$ cat src/rtl/kogge_stone_pipe.sv
// Pipelined Kogge-Stone adder with valid/ready handshake and a sideband tag.
// Optional macro KS_SUB_EN adds a 'sub' port selecting a - b.
module kogge_stone_pipe #(
    parameter int WIDTH       = 32,
    parameter int LVL_PER_STG = 2,
    parameter int TAG_W       = 4
) (
    input  logic             clk,
    input  logic             rst,
    input  logic             in_valid,
    output logic             in_ready,
    input  logic [WIDTH-1:0] a,
    input  logic [WIDTH-1:0] b,
    input  logic             cin,
    input  logic [TAG_W-1:0] in_tag,
`ifdef KS_SUB_EN
    input  logic             sub,
`endif
    output logic             out_valid,
    input  logic             out_ready,
    output logic [WIDTH-1:0] sum,
    output logic             cout,
    output logic             ovf,
    output logic [TAG_W-1:0] out_tag
);

    localparam int L = $clog2(WIDTH);
    localparam int S = (L + LVL_PER_STG - 1) / LVL_PER_STG;

    // Applies prefix levels lo..hi-1 and returns the group generate vector.
    // Walking i downwards means g[i-span] still holds the previous level's value.
    function automatic logic [WIDTH-1:0] prefix_g(input logic [WIDTH-1:0] g_in,
                                                  input logic [WIDTH-1:0] pg_in,
                                                  input int lo, input int hi);
        logic [WIDTH-1:0] g;
        logic [WIDTH-1:0] pg;
        // NOTE: blocking updates are deliberate here; each level builds on the one before.
        g  = g_in;
        pg = pg_in;
        for (int k = lo; k < hi; k++) begin
            for (int i = WIDTH - 1; i >= (1 << k); i--) begin
                g[i]  = g[i] | (pg[i] & g[i - (1 << k)]);
                pg[i] = pg[i] & pg[i - (1 << k)];
            end
        end
        return g;
    endfunction

    function automatic logic [WIDTH-1:0] prefix_pg(input logic [WIDTH-1:0] pg_in,
                                                   input int lo, input int hi);
        logic [WIDTH-1:0] pg;
        pg = pg_in;
        for (int k = lo; k < hi; k++) begin
            for (int i = WIDTH - 1; i >= (1 << k); i--) begin
                pg[i] = pg[i] & pg[i - (1 << k)];
            end
        end
        return pg;
    endfunction

    logic             stall;
    logic [WIDTH-1:0] b_eff;
    logic             cin_eff;
    logic [WIDTH-1:0] p0;
    logic [WIDTH-1:0] g0;
    logic [WIDTH-1:0] carry;

    assign stall    = out_valid & ~out_ready;
    assign in_ready = ~stall;

`ifdef KS_SUB_EN
    assign b_eff   = sub ? ~b : b;
    assign cin_eff = sub | cin;
`else
    assign b_eff   = b;
    assign cin_eff = cin;
`endif

    // Carry-in folded into bit 0 so the prefix tree needs no separate carry path.
    assign p0 = a ^ b_eff;
    assign g0 = (a & b_eff) | {{(WIDTH - 1){1'b0}}, p0[0] & cin_eff};

    for (genvar s = 0; s < S; s++) begin : stg
        logic             vld_q, vld_d;
        logic [WIDTH-1:0] g_q, g_d;
        logic [WIDTH-1:0] pg_q, pg_d;
        logic [WIDTH-1:0] p_q, p_d;
        logic             cin_q, cin_d;
        logic [TAG_W-1:0] tag_q, tag_d;

        if (s == 0) begin : head
            assign vld_d = in_valid;
            assign g_d   = g0;
            assign pg_d  = p0;
            assign p_d   = p0;
            assign cin_d = cin_eff;
            assign tag_d = in_tag;
        end else begin : body
            localparam int LO = (s - 1) * LVL_PER_STG;
            localparam int HI = s * LVL_PER_STG;
            assign vld_d = stg[s-1].vld_q;
            assign g_d   = prefix_g(stg[s-1].g_q, stg[s-1].pg_q, LO, HI);
            assign pg_d  = prefix_pg(stg[s-1].pg_q, LO, HI);
            assign p_d   = stg[s-1].p_q;
            assign cin_d = stg[s-1].cin_q;
            assign tag_d = stg[s-1].tag_q;
        end

        always_ff @(posedge clk) begin
            if (rst) begin
                vld_q <= 1'b0;
            end else if (!stall) begin
                vld_q <= vld_d;
            end
        end

        // NOTE: payload registers carry no reset; the valid bit alone qualifies them.
        always_ff @(posedge clk) begin
            if (!stall) begin
                g_q   <= g_d;
                pg_q  <= pg_d;
                p_q   <= p_d;
                cin_q <= cin_d;
                tag_q <= tag_d;
            end
        end
    end

    // Remaining levels resolve every carry; the sum is formed and registered here.
    assign carry = prefix_g(stg[S-1].g_q, stg[S-1].pg_q, (S - 1) * LVL_PER_STG, L);

    always_ff @(posedge clk) begin
        if (rst) begin
            out_valid <= 1'b0;
            sum       <= '0;
            cout      <= 1'b0;
            ovf       <= 1'b0;
            out_tag   <= '0;
        end else if (!stall) begin
            out_valid <= stg[S-1].vld_q;
            if (stg[S-1].vld_q) begin
                sum     <= stg[S-1].p_q ^ {carry[WIDTH-2:0], stg[S-1].cin_q};
                cout    <= carry[WIDTH-1];
                ovf     <= carry[WIDTH-1] ^ carry[WIDTH-2];
                out_tag <= stg[S-1].tag_q;
            end
        end
    end

endmodule

$ cat config.mk
export PLATFORM = sky130hd
export DESIGN_NAME = kogge_stone_pipe
export DESIGN_NICKNAME = d
export VERILOG_FILES = /design/src/rtl/kogge_stone_pipe.sv
export SDC_FILE = /design/constraint.sdc
export NUM_CORES = 1
export LEC_CHECK = 0
export ABC_CLOCK_PERIOD_IN_PS = 12200
export CORE_AREA = 2 2 161 163
export CTS_CLUSTER_DIAMETER = 200
export CTS_CLUSTER_SIZE = 30
export DETAILED_ROUTE_END_ITERATION = 6
export DIE_AREA = 0 0 163 165
export MAX_ROUTING_LAYER = met4
export PLACE_DENSITY = 0.62
export REMOVE_ABC_BUFFERS = 1
export SLEW_MARGIN = 20
export SYNTH_ARGS = -nofsm -noshare
export SYNTH_HDL_FRONTEND = slang
export SYNTH_SLANG_ARGS = --single-unit
export TNS_END_PERCENT = 10
$ cat constraint.sdc
create_clock -name clk -period 12.2 [get_ports clk]
set_clock_uncertainty 0.2 [all_clocks]
set_input_delay 1.83 -clock clk [delete_from_list [all_inputs] [get_ports clk]]
set_output_delay 1.83 -clock clk [all_outputs]
set_load 0.005 [all_outputs]
Yosys cells after proc, flatten, opt, wreduce, memory -nomap -nowiden --
Cells that the tools add are included.
Operators by class: bitwise logic cells 380, reductions and logical operators 1
Operators by type and width (number):
- AND 1 bit | 244
- OR 1 bit | 129
- XOR 32 bit | 2
- AND 32 bit | 1
- OR 32 x 1 -> 32 bit | 1
- NOT 1 bit | 2
- AND reduction 2 bit | 1
- XOR 1 bit | 1
Storage, ports and cells: bits of input ports 73, bits in registers 313, output and inout port bits 40, logic and storage cells 403

Longest topological paths before layout --
Gate-level depths: netlist of run 1.
depth in word-level cells 4, depth in mapped cells 6, depth with buffers taken out 4

Worst setup path after synthesis of run 1 --
No wires, ideal clock.
path kind input to output, from input port out_ready, to output port in_ready, data arrival time 5.135 ns, path slack 5.035 ns, cell stages on the path 4, path through nor2b_1 -> buf_6 -> inv_2 -> buf_2
On the way: word-level cells in the longest chain between the ends 3
Ends and longest elaborated chain:
- start, declared | line 20 | input logic out_ready,
- NOT 1 bit | line 68 | assign stall = out_valid & ~out_ready;
- AND 1 bit | line 68
- NOT 1 bit (no line)
- end, declared | line 11 | output logic in_ready,
Every way passes these cells.

Worst setup path after layout of run 1 --
Same ends and word-level chain as after synthesis.

==> flow_summary.yaml, run 1 <==
status:
  status: "completed"
power_and_ir_drop:
  power_frac_seq: 0.660
  p_per_area_nw_per_um2: 146
  combPwrFrac: 0.081
  ir_drop_uv: 77.1
  power_leakage_nw: 5.07
  p_sw_uw: 421
  p_sw_frac: 0.221
  p_int_mw: 1.48
  total_power_mw: 1.90
  clockPowerShare: 0.259
sta:
  timing.fmax_ghz: 0.169
  hold_violations: 0
  worst_pin_slew_ns: 1.08
  rsz0062_at_grt: "false"
  min_period_over_period: 0.486
  setup_viol: 0
  final_max_slew_viol_count: 0
  relSlewSlack: 0.278
  fin_setup_tns_ns: 0
  post-route-min-period_ns: 5.93
routing:
  drc: 0
  routed_wl_um: 20500
  vias_per_cell: 5.17
  drt_first_pass_iters: 5
  ant_nets: 0
  detail_route.wl_per_cell_um: 17.6
  drtIter0Drc: 509
  vias: 6012
clocking:
  cts.path.max_buffers: 3
  post_cts_buffers: 0
  cts.sinks: 293
  cts_tree: "yes"
  numCtsBuffers: 13
  clk_latency_ns: 0.50
  post_cts_resized: 0
  hold_buffers: 0
  path_clk_slew_ns: 0.11
  htreeDepth: 1
  cts.root.buffer_cell: "clkbuf_16"
logic_synthesis:
  synthTopCellsByCount: "edfxtp_1, a21o_1, a21oi_1"
  synth.distinct_cells: 25
  syn_area_um2: 11100
  yosys.area.top_type_share: 0.678
  synth_warnings: 0
  ys_ff_latch: 293
  synth_area_leaders: "edfxtp_1, dfxtp_1, a21o_1"
  async_flop_share: 0
  yosysTopAreaCell: "edfxtp_1"
  syn_inst: 708
  synth-seq-area-share: 0.754
  ys.flop_type: "edfxtp_1"
  synth_enable_flop_cells: 251
  avgSynthCellArea_um2: 15.7
  synth_most_common_cell: "edfxtp_1"
global_routing:
  grt_first_pass_wirelength_um: 31900
  grt_pass1_vias: 6038
  grt_use_met2: 0.256
  grt_usage: 0.158
  antenna_found_initial: 0
  use_met3: 0.0196
  grt-ovfl-total: 0
  grt_max_degree: 93
  met1_usage: 0.216
  grt_busiest_layer: "met2"
final_layout:
  finalCoreUtilization: 0.519
  antenna_cells: 0
  syn2layout_area_growth_pct: 16.8
  nets: 930
  final_area_um2: 13000
  layout.cells.non_filler: 1162
  layout-drive-gt1-share: 0.0409
critical_path:
  worstSetupPathType: "in -> out"
  r2r_slack_ns: 9.03
  end_kind: "output port"
  crit_arrival_ns: 3.90
  startpoint: "out_ready"
  crit_fanout: 59
  r2r_end: "sum[11]"
  worstSetupEndpoint: "in_ready"
  r2r_cells: 6
  required_ns: 10.17
  start_kind: "input port"
  timing.rr.start: "out_valid"
place:
  dpl.hpwl_um: 14700
  dp_cells: 1140
  place_congestion: 0.860
  numPortBuffers: 112
  placed_area_um2: 12600
floorplan:
  start_util: 0.444
  pin_count: 113
  dieWidth_um: 163
  die_area_um2: 26900
  fp-row-count: 58
  die_h_um: 165
  coreArea_um2: 25000
run:
  maxCapViolations: 0
worst_hold_path:
  hold_path.class: "reg -> reg"
-- logic make-up after synthesis --
kind of cell             Yosys count  share of synthesized area
AND/OR/NAND/NOR                  126                     0.0473
AO/OA/AOI/OAI                    207                      0.128
buffers and inverters             17                    0.00889
XOR/XNOR                          33                     0.0260
flip-flops                       293                      0.754
adder cells (fa/ha/maj)           32                     0.0360
-- placed cells by master (no fill, tap or decap), types with 18 or more instances in the layout --
cell type	n
a211oi_1	19
a21o_1	82
a21oi_1	65
clkdlybuf4s50_1	112
dfxtp_1	42
edfxtp_1	251
ha_1	32
nand2_1	60
nor2_1	44
o21bai_1	22
xnor2_1	18
-- power by group through the flow --
stage / combinational [mW] / sequential [mW] / clock [mW]
after floorplan: 0.0905 / 1.25 / 0
after global placement: 0.151 / 1.28 / 0
after detailed placement: 0.154 / 1.28 / 0
after CTS: 0.156 / 1.26 / 0.508
after global routing: 0.171 / 1.27 / 0.542
final: 0.154 / 1.25 / 0.491
-- worst min path at each step --
stage                              start              to  slack, ns  depth (start not counted)
after floorplan             stg[0].cin_q    stg[1].cin_q       0.20                          0
after global placement    stg[1].p_q[31]  stg[2].p_q[31]       0.20                          0
after detailed placement   stg[1].p_q[7]   stg[2].p_q[7]       0.20                          0
after CTS                  stg[1].p_q[9]   stg[2].p_q[9]       0.22                          0
after global routing       stg[1].p_q[9]   stg[2].p_q[9]       0.21                          0
final                      stg[1].p_q[9]   stg[2].p_q[9]       0.21                          0
-- cell type report --
cell class / count / area [µm²]
fillers: 2105 / 12100
repair buffers: 117 / 1160
clock buffers: 20 / 352
clock inverters: 2 / 17.5
inverters: 2 / 17.5
multi-input cells: 398 / 2640
flip-flops and latches: 293 / 8380
well taps: 330 / 413
-- sequential cells by signal, summed over array words and instances, names as in the netlist --
signal	count
stg.g_q	96
stg.p_q	94
stg.pg_q	46
sum	32
stg.tag_q	12
out_tag	4
stg.cin_q	3
stg.vld_q	3
cout	1
out_valid	1
ovf	1
-- stage by stage --
step	setup WS [ns]	hold WS [ns]
CTS	6.24	0.219
detailed placement	6.24	0.205
floorplan	5.32	0.200
global route	6.12	0.213
finish	6.27	0.214
global placement	6.32	0.200
-- metal layers --
layer,up-vias,part of all wire
li1,2893,-
met1,2936,0.46
met2,161,0.48
met3,22,0.048
met4,0,0.014
met5,-,0
-- worst max-delay path, cell delays in order --
cell and delay [ns]:
clkdlybuf4s50_1 0.41, nor2b_1 0.71, inv_8 0.31, clkdlybuf4s50_1 0.58
No activity file was read; power rests on OpenSTA's default activity.
==> run 2: changes to the inputs <==
--- a/config.mk
+++ b/config.mk
@@ -5,14 +5,14 @@
 export SDC_FILE = /design/constraint.sdc
 export NUM_CORES = 1
 export LEC_CHECK = 0
-export ABC_CLOCK_PERIOD_IN_PS = 12200
+export ABC_CLOCK_PERIOD_IN_PS = 5000
 export CORE_AREA = 2 2 161 163
 export CTS_CLUSTER_DIAMETER = 200
 export CTS_CLUSTER_SIZE = 30
 export DETAILED_ROUTE_END_ITERATION = 6
 export DIE_AREA = 0 0 163 165
 export MAX_ROUTING_LAYER = met4
-export PLACE_DENSITY = 0.62
+export PLACE_DENSITY = 0.64
 export REMOVE_ABC_BUFFERS = 1
 export SLEW_MARGIN = 20
 export SYNTH_ARGS = -nofsm -noshare
==> constraint.sdc (replaced) <==
create_clock -name clk -period 5 [get_ports clk]
set_clock_uncertainty 0.2 [all_clocks]
set_input_delay 0.75 -clock clk [delete_from_list [all_inputs] [get_ports clk]]
set_output_delay 0.75 -clock clk [all_outputs]
set_load 0.005 [all_outputs]
==> run 2 against run 1 <==
Net effect: sequential share of layout area about the same; core utilization about the same; count of clock-buffer cells in the layout unchanged; die area unchanged; largest cell class unchanged; highest routed layer unchanged.
==> flow_summary.yaml, run 2 (synthesis gave the netlist of run 1 again) <==
status:
  status: "completed"
final_layout:
  antenna_cells: 0
  layout_commonest_cell: "edfxtp_1"
  nets: 929
  largest_register: "stg.g_q"
  layout-drive-gt1-share: 0.0386
  final_cell_mix: "edfxtp_1, clkdlybuf4s50_1, a21o_1, a21oi_1, nand2_1"
  syn2layout_area_growth_pct: 16.7
  largest_reg_flops: 96
  reg.largest.list: "stg.g_q: 96 flops, stg.p_q: 94 flops, stg.pg_q: 46 flops"
critical_path:
  crit_chain: "clkdlybuf4s50_1 > nor2b_1 > inv_8 > clkdlybuf4s50_1"
  crit_arrival_ns: 2.75
  end_kind: "output port"
  start_kind: "input port"
  critPathSlowestCell: "nor2b_1"
  cpLargestDelayFamily: "buffers and inverters"
  required_ns: 4.05
  critical_path_buf_inv_count: 3
  worstSetupPathType: "in -> out"
  cpPeakStageDelay_ns: 0.72
  cp_common_cell: "clkdlybuf4s50_1"
  crit_fanout: 51
clocking:
  clk_latency_ns: 0.49
  post_cts_resized: 0
  path_clk_slew_ns: 0.11
  cts.root.buffer_cell: "clkbuf_16"
  cts.path.max_buffers: 3
  numCtsBuffers: 13
  htreeDepth: 1
  post_cts_buffers: 0
  cts_tree: "yes"
  hold_buffers: 0
  cts.sinks: 293
place:
  place_congestion: 0.861
  place_ws_ns: 1.27
  dpl.hpwl_um: 14000
  numPortBuffers: 112
floorplan:
  fp-row-count: 58
  die_area_um2: 26900
  die_h_um: 165
  coreArea_um2: 25000
  pin_count: 113
  start_util: 0.444
  dieWidth_um: 163
sta:
  rsz0062_at_grt: "false"
  hold_violations: 0
  final_max_slew_viol_count: 0
  relSlewSlack: 0.286
  worst_pin_slew_ns: 1.07
  post-route-min-period_ns: 3.70
  setup_viol: 0
  timing.fmax_ghz: 0.270
  fin_setup_tns_ns: 0
  min_period_over_period: 0.740
  fin_ws_ns: 1.30
global_routing:
  grt_max_degree: 156
  grt_first_pass_wirelength_um: 30900
  grt_usage: 0.155
  grt_pass1_vias: 5737
  grt-ovfl-total: 0
  antenna_found_initial: 0
routing:
  vias_per_cell: 5.08
  drt_first_pass_iters: 5
  routed_wl_um: 20100
  drc: 0
  vias: 5888
  ant_nets: 0
  detail_route.wl_per_cell_um: 17.3
  drtIter0Drc: 498
power_and_ir_drop:
  p_per_area_nw_per_um2: 356
  power_leakage_nw: 5.06
  ir_drop_uv: 194
run:
  maxCapViolations: 0
worst_hold_path:
  hold_path.class: "reg -> reg"
[run 2: changes by cell type in the layout (fill, tap and decap cells not counted)]
cell and change:
buf_12 +1, buf_6 -1, buf_4 -1, inv_6 -1
[run 2: cell type report]
cell class,count,area [µm²]
Clock buffer,20,352
Inverter,2,17.5
Clock inverter,1,8.76
Fill cell,2092,12100
Tap cell,330,413
Sequential cell,293,8380
Timing Repair Buffer,116,1160
Multi-Input combinational cell,398,2640
[run 2: power by group]
group          leakage [nW]  switching, mW  internal, mW  total, mW
clock network         0.173          0.688         0.499       1.19
logic                  1.78          0.168         0.205      0.373
registers              3.11          0.157          2.90       3.06
total                  5.06           1.01          3.61       4.62
[run 2: path summary, 6_finish.rpt]
path	from	to	slack, ns	depth (start not counted)
setup / recovery	out_ready	in_ready	1.30	4
hold / removal	stg[1].p_q[15]	stg[2].p_q[15]	0.23	0
setup reg to reg	out_valid	sum[13]	2.46	5
hold reg to reg	stg[1].p_q[15]	stg[2].p_q[15]	0.23	0
[run 2: per-stage QoR]
step / util / hold slack [ns] / std cells / total power, mW / area (µm²)
final: 0.518 / 0.227 / 1160 / 4.62 / 13000
after global routing: 0.518 / 0.235 / 1160 / 4.81 / 13000
after CTS: 0.518 / 0.226 / 1160 / 4.67 / 13000
after detailed placement: 0.504 / 0.205 / 1139 / 3.49 / 12600
after global placement: 0.504 / 0.200 / 1139 / 3.49 / 12600
after floorplan: - / 0.200 / 693 / 3.27 / 11000
[run 2: routing by layer]
layer	vias up	wire, µm	global-route usage
li1	2891	-	-
met3	27	945	0.0183
met2	146	9210	0.240
met5	-	0	-
met1	2824	9570	0.220
met4	0	335	0.0394
==> run 3: changes to the inputs <==
--- a/config.mk
+++ b/config.mk
@@ -5,14 +5,14 @@
 export SDC_FILE = /design/constraint.sdc
 export NUM_CORES = 1
 export LEC_CHECK = 0
-export ABC_CLOCK_PERIOD_IN_PS = 5000
+export ABC_CLOCK_PERIOD_IN_PS = 3700
 export CORE_AREA = 2 2 161 163
 export CTS_CLUSTER_DIAMETER = 200
 export CTS_CLUSTER_SIZE = 30
 export DETAILED_ROUTE_END_ITERATION = 6
 export DIE_AREA = 0 0 163 165
 export MAX_ROUTING_LAYER = met4
-export PLACE_DENSITY = 0.64
+export PLACE_DENSITY = 0.62
 export REMOVE_ABC_BUFFERS = 1
 export SLEW_MARGIN = 20
 export SYNTH_ARGS = -nofsm -noshare
==> constraint.sdc (replaced) <==
create_clock -name clk -period 3.7 [get_ports clk]
set_clock_uncertainty 0.2 [all_clocks]
set_input_delay 0.555 -clock clk [delete_from_list [all_inputs] [get_ports clk]]
set_output_delay 0.555 -clock clk [all_outputs]
set_load 0.005 [all_outputs]
==> run 3 against run 2 <==
Net effect: sequential power is 35% higher; via count is 0.90% higher; combinational power is 35% higher; sequential cell count is the same; first-iteration DRC count decreased by 12%; final cell count grew 0.34%; final area grew 0.40%; routed wire length up 2.5%; setup slack got worse by 0.35 ns; die area is the same; non-clock buffer count rose by 3; largest power group unchanged.
==> flow_summary.yaml, run 3 (synthesis gave the netlist of run 1 again) <==
status:
  status: "completed"
clocking:
  htreeDepth: 1
  hold_buffers: 0
  cts.sinks: 293
  post_cts_resized: 0
  cts.path.max_buffers: 3
  clk_latency_ns: 0.50
  cts.root.buffer_cell: "clkbuf_16"
  path_clk_slew_ns: 0.11
  numCtsBuffers: 13
  post_cts_buffers: 0
  cts_tree: "yes"
sta:
  setup_viol: 0
  worst_pin_slew_ns: 1.05
  final_max_slew_viol_count: 0
  relSlewSlack: 0.302
  whs_ns: 0.218
  min_period_over_period: 0.743
  rsz0062_at_grt: "false"
  fin_ws_ns: 0.950
  hold_violations: 0
  post-route-min-period_ns: 2.75
  fin_setup_tns_ns: 0
  timing.fmax_ghz: 0.364
critical_path:
  cpLargestDelayFamily: "buffers and inverters"
  cpPeakStageDelay_ns: 0.68
  crit_fanout: 10
  r2r_slack_ns: 1.44
  crit_arrival_ns: 2.00
  r2r_end: "stg[1].p_q[24]"
  critPathSlowestCell: "clkdlybuf4s50_1"
  critical_path_buf_inv_count: 4
  worstSetupPathType: "in -> out"
  crit_chain: "clkdlybuf4s50_1 > nor2b_1 > buf_4 > inv_8 > clkdlybuf4s50_1"
  r2r_cells: 5
  timing.rr.start: "out_valid"
  cp_common_cell: "clkdlybuf4s50_1"
  required_ns: 2.94
  start_kind: "input port"
  end_kind: "output port"
power_and_ir_drop:
  ir_drop_uv: 301
  clockPowerShare: 0.260
  power_leakage_nw: 5.09
  total_power_mw: 6.27
  p_per_area_nw_per_um2: 482
  power_frac_seq: 0.660
  p_sw_mw: 1.39
  p_sw_frac: 0.222
  combPwrFrac: 0.080
  p_int_mw: 4.88
worst_hold_path:
  whs_endpoint: "stg[2].p_q[21]"
  hold_path.class: "reg -> reg"
  hold_depth: 0
  hp-start: "stg[1].p_q[21]"
routing:
  routed_wl_um: 20600
  detail_route.wl_per_cell_um: 17.7
  vias: 5941
  drtIter0Drc: 437
  drt_first_pass_iters: 5
  drc: 0
  ant_nets: 0
  vias_per_cell: 5.10
global_routing:
  grt_first_pass_wirelength_um: 31800
  grt_max_degree: 223
  grt_usage: 0.158
  grt_pass1_vias: 5894
  antenna_found_initial: 0
  grt-ovfl-total: 0
final_layout:
  nets: 932
  antenna_cells: 0
  layout_commonest_cell: "edfxtp_1"
  layout-drive-gt1-share: 0.0432
  largest_reg_flops: 96
  syn2layout_area_growth_pct: 17.2
  final_cell_mix: "edfxtp_1, clkdlybuf4s50_1, a21o_1, a21oi_1, nand2_1"
  fillers: 2096
  reg.largest.list: "stg.g_q: 96 flops, stg.p_q: 94 flops, stg.pg_q: 46 flops"
  largest_register: "stg.g_q"
  finalCoreUtilization: 0.520
place:
  place_congestion: 0.851
  numPortBuffers: 112
  place_ws_ns: 0.776
  dpl.hpwl_um: 14500
floorplan:
  die_area_um2: 26900
  dieWidth_um: 163
  coreArea_um2: 25000
  start_util: 0.444
  pin_count: 113
  fp-row-count: 58
  die_h_um: 165
run:
  maxCapViolations: 0
[run 3: cell types whose count changed in the layout (fill, tap and decap cells not counted)]
cell and change:
inv_6 +1, buf_16 +1, buf_4 +2
[run 3: power groups by stage]
stage	Sequential [mW]	Combinational [mW]	Clock [mW]
after floorplan	4.12	0.299	0
after global placement	4.21	0.499	0
after detailed placement	4.22	0.505	0
after CTS	4.15	0.510	1.68
after global routing	4.18	0.564	1.79
final	4.14	0.503	1.63
[run 3: layer usage]
metal  up-vias  track usage  share of wire  wire length [µm]
met5         -            -              0                 0
met4         0       0.0314          0.013               277
met3        22       0.0234          0.048               979
met2       141        0.257           0.48              9910
met1      2881        0.215           0.46              9390
li1       2897            -              -                 -
[run 3: layout make-up]
cell class / instances / area, µm² / area share
clock inverter: 2 / 17.5 / 0.00134
clock buffer: 20 / 352 / 0.0270
multi-input combinational: 398 / 2640 / 0.203
timing repair buffer: 119 / 1210 / 0.0926
tap: 330 / 413 / 0.0317
inverter: 2 / 17.5 / 0.00134
sequential: 293 / 8380 / 0.643
[run 3: worst max path at each step]
stage | from | to | depth (start not counted)
3_3_place_gp | out_ready | sum[11] | 7
2_1_floorplan | out_ready | cout | 4
5_1_grt | out_ready | in_ready | 5
6_report | out_ready | in_ready | 5
3_5_place_dp | out_ready | sum[9] | 7
4_1_cts | out_ready | in_ready | 5
[run 3: per-stage QoR]
step	cells	instance area, µm²
after floorplan	693	11000
after global placement	1141	12600
after detailed placement	1141	12600
after CTS	1163	13000
after global routing	1164	13000
final	1164	13000
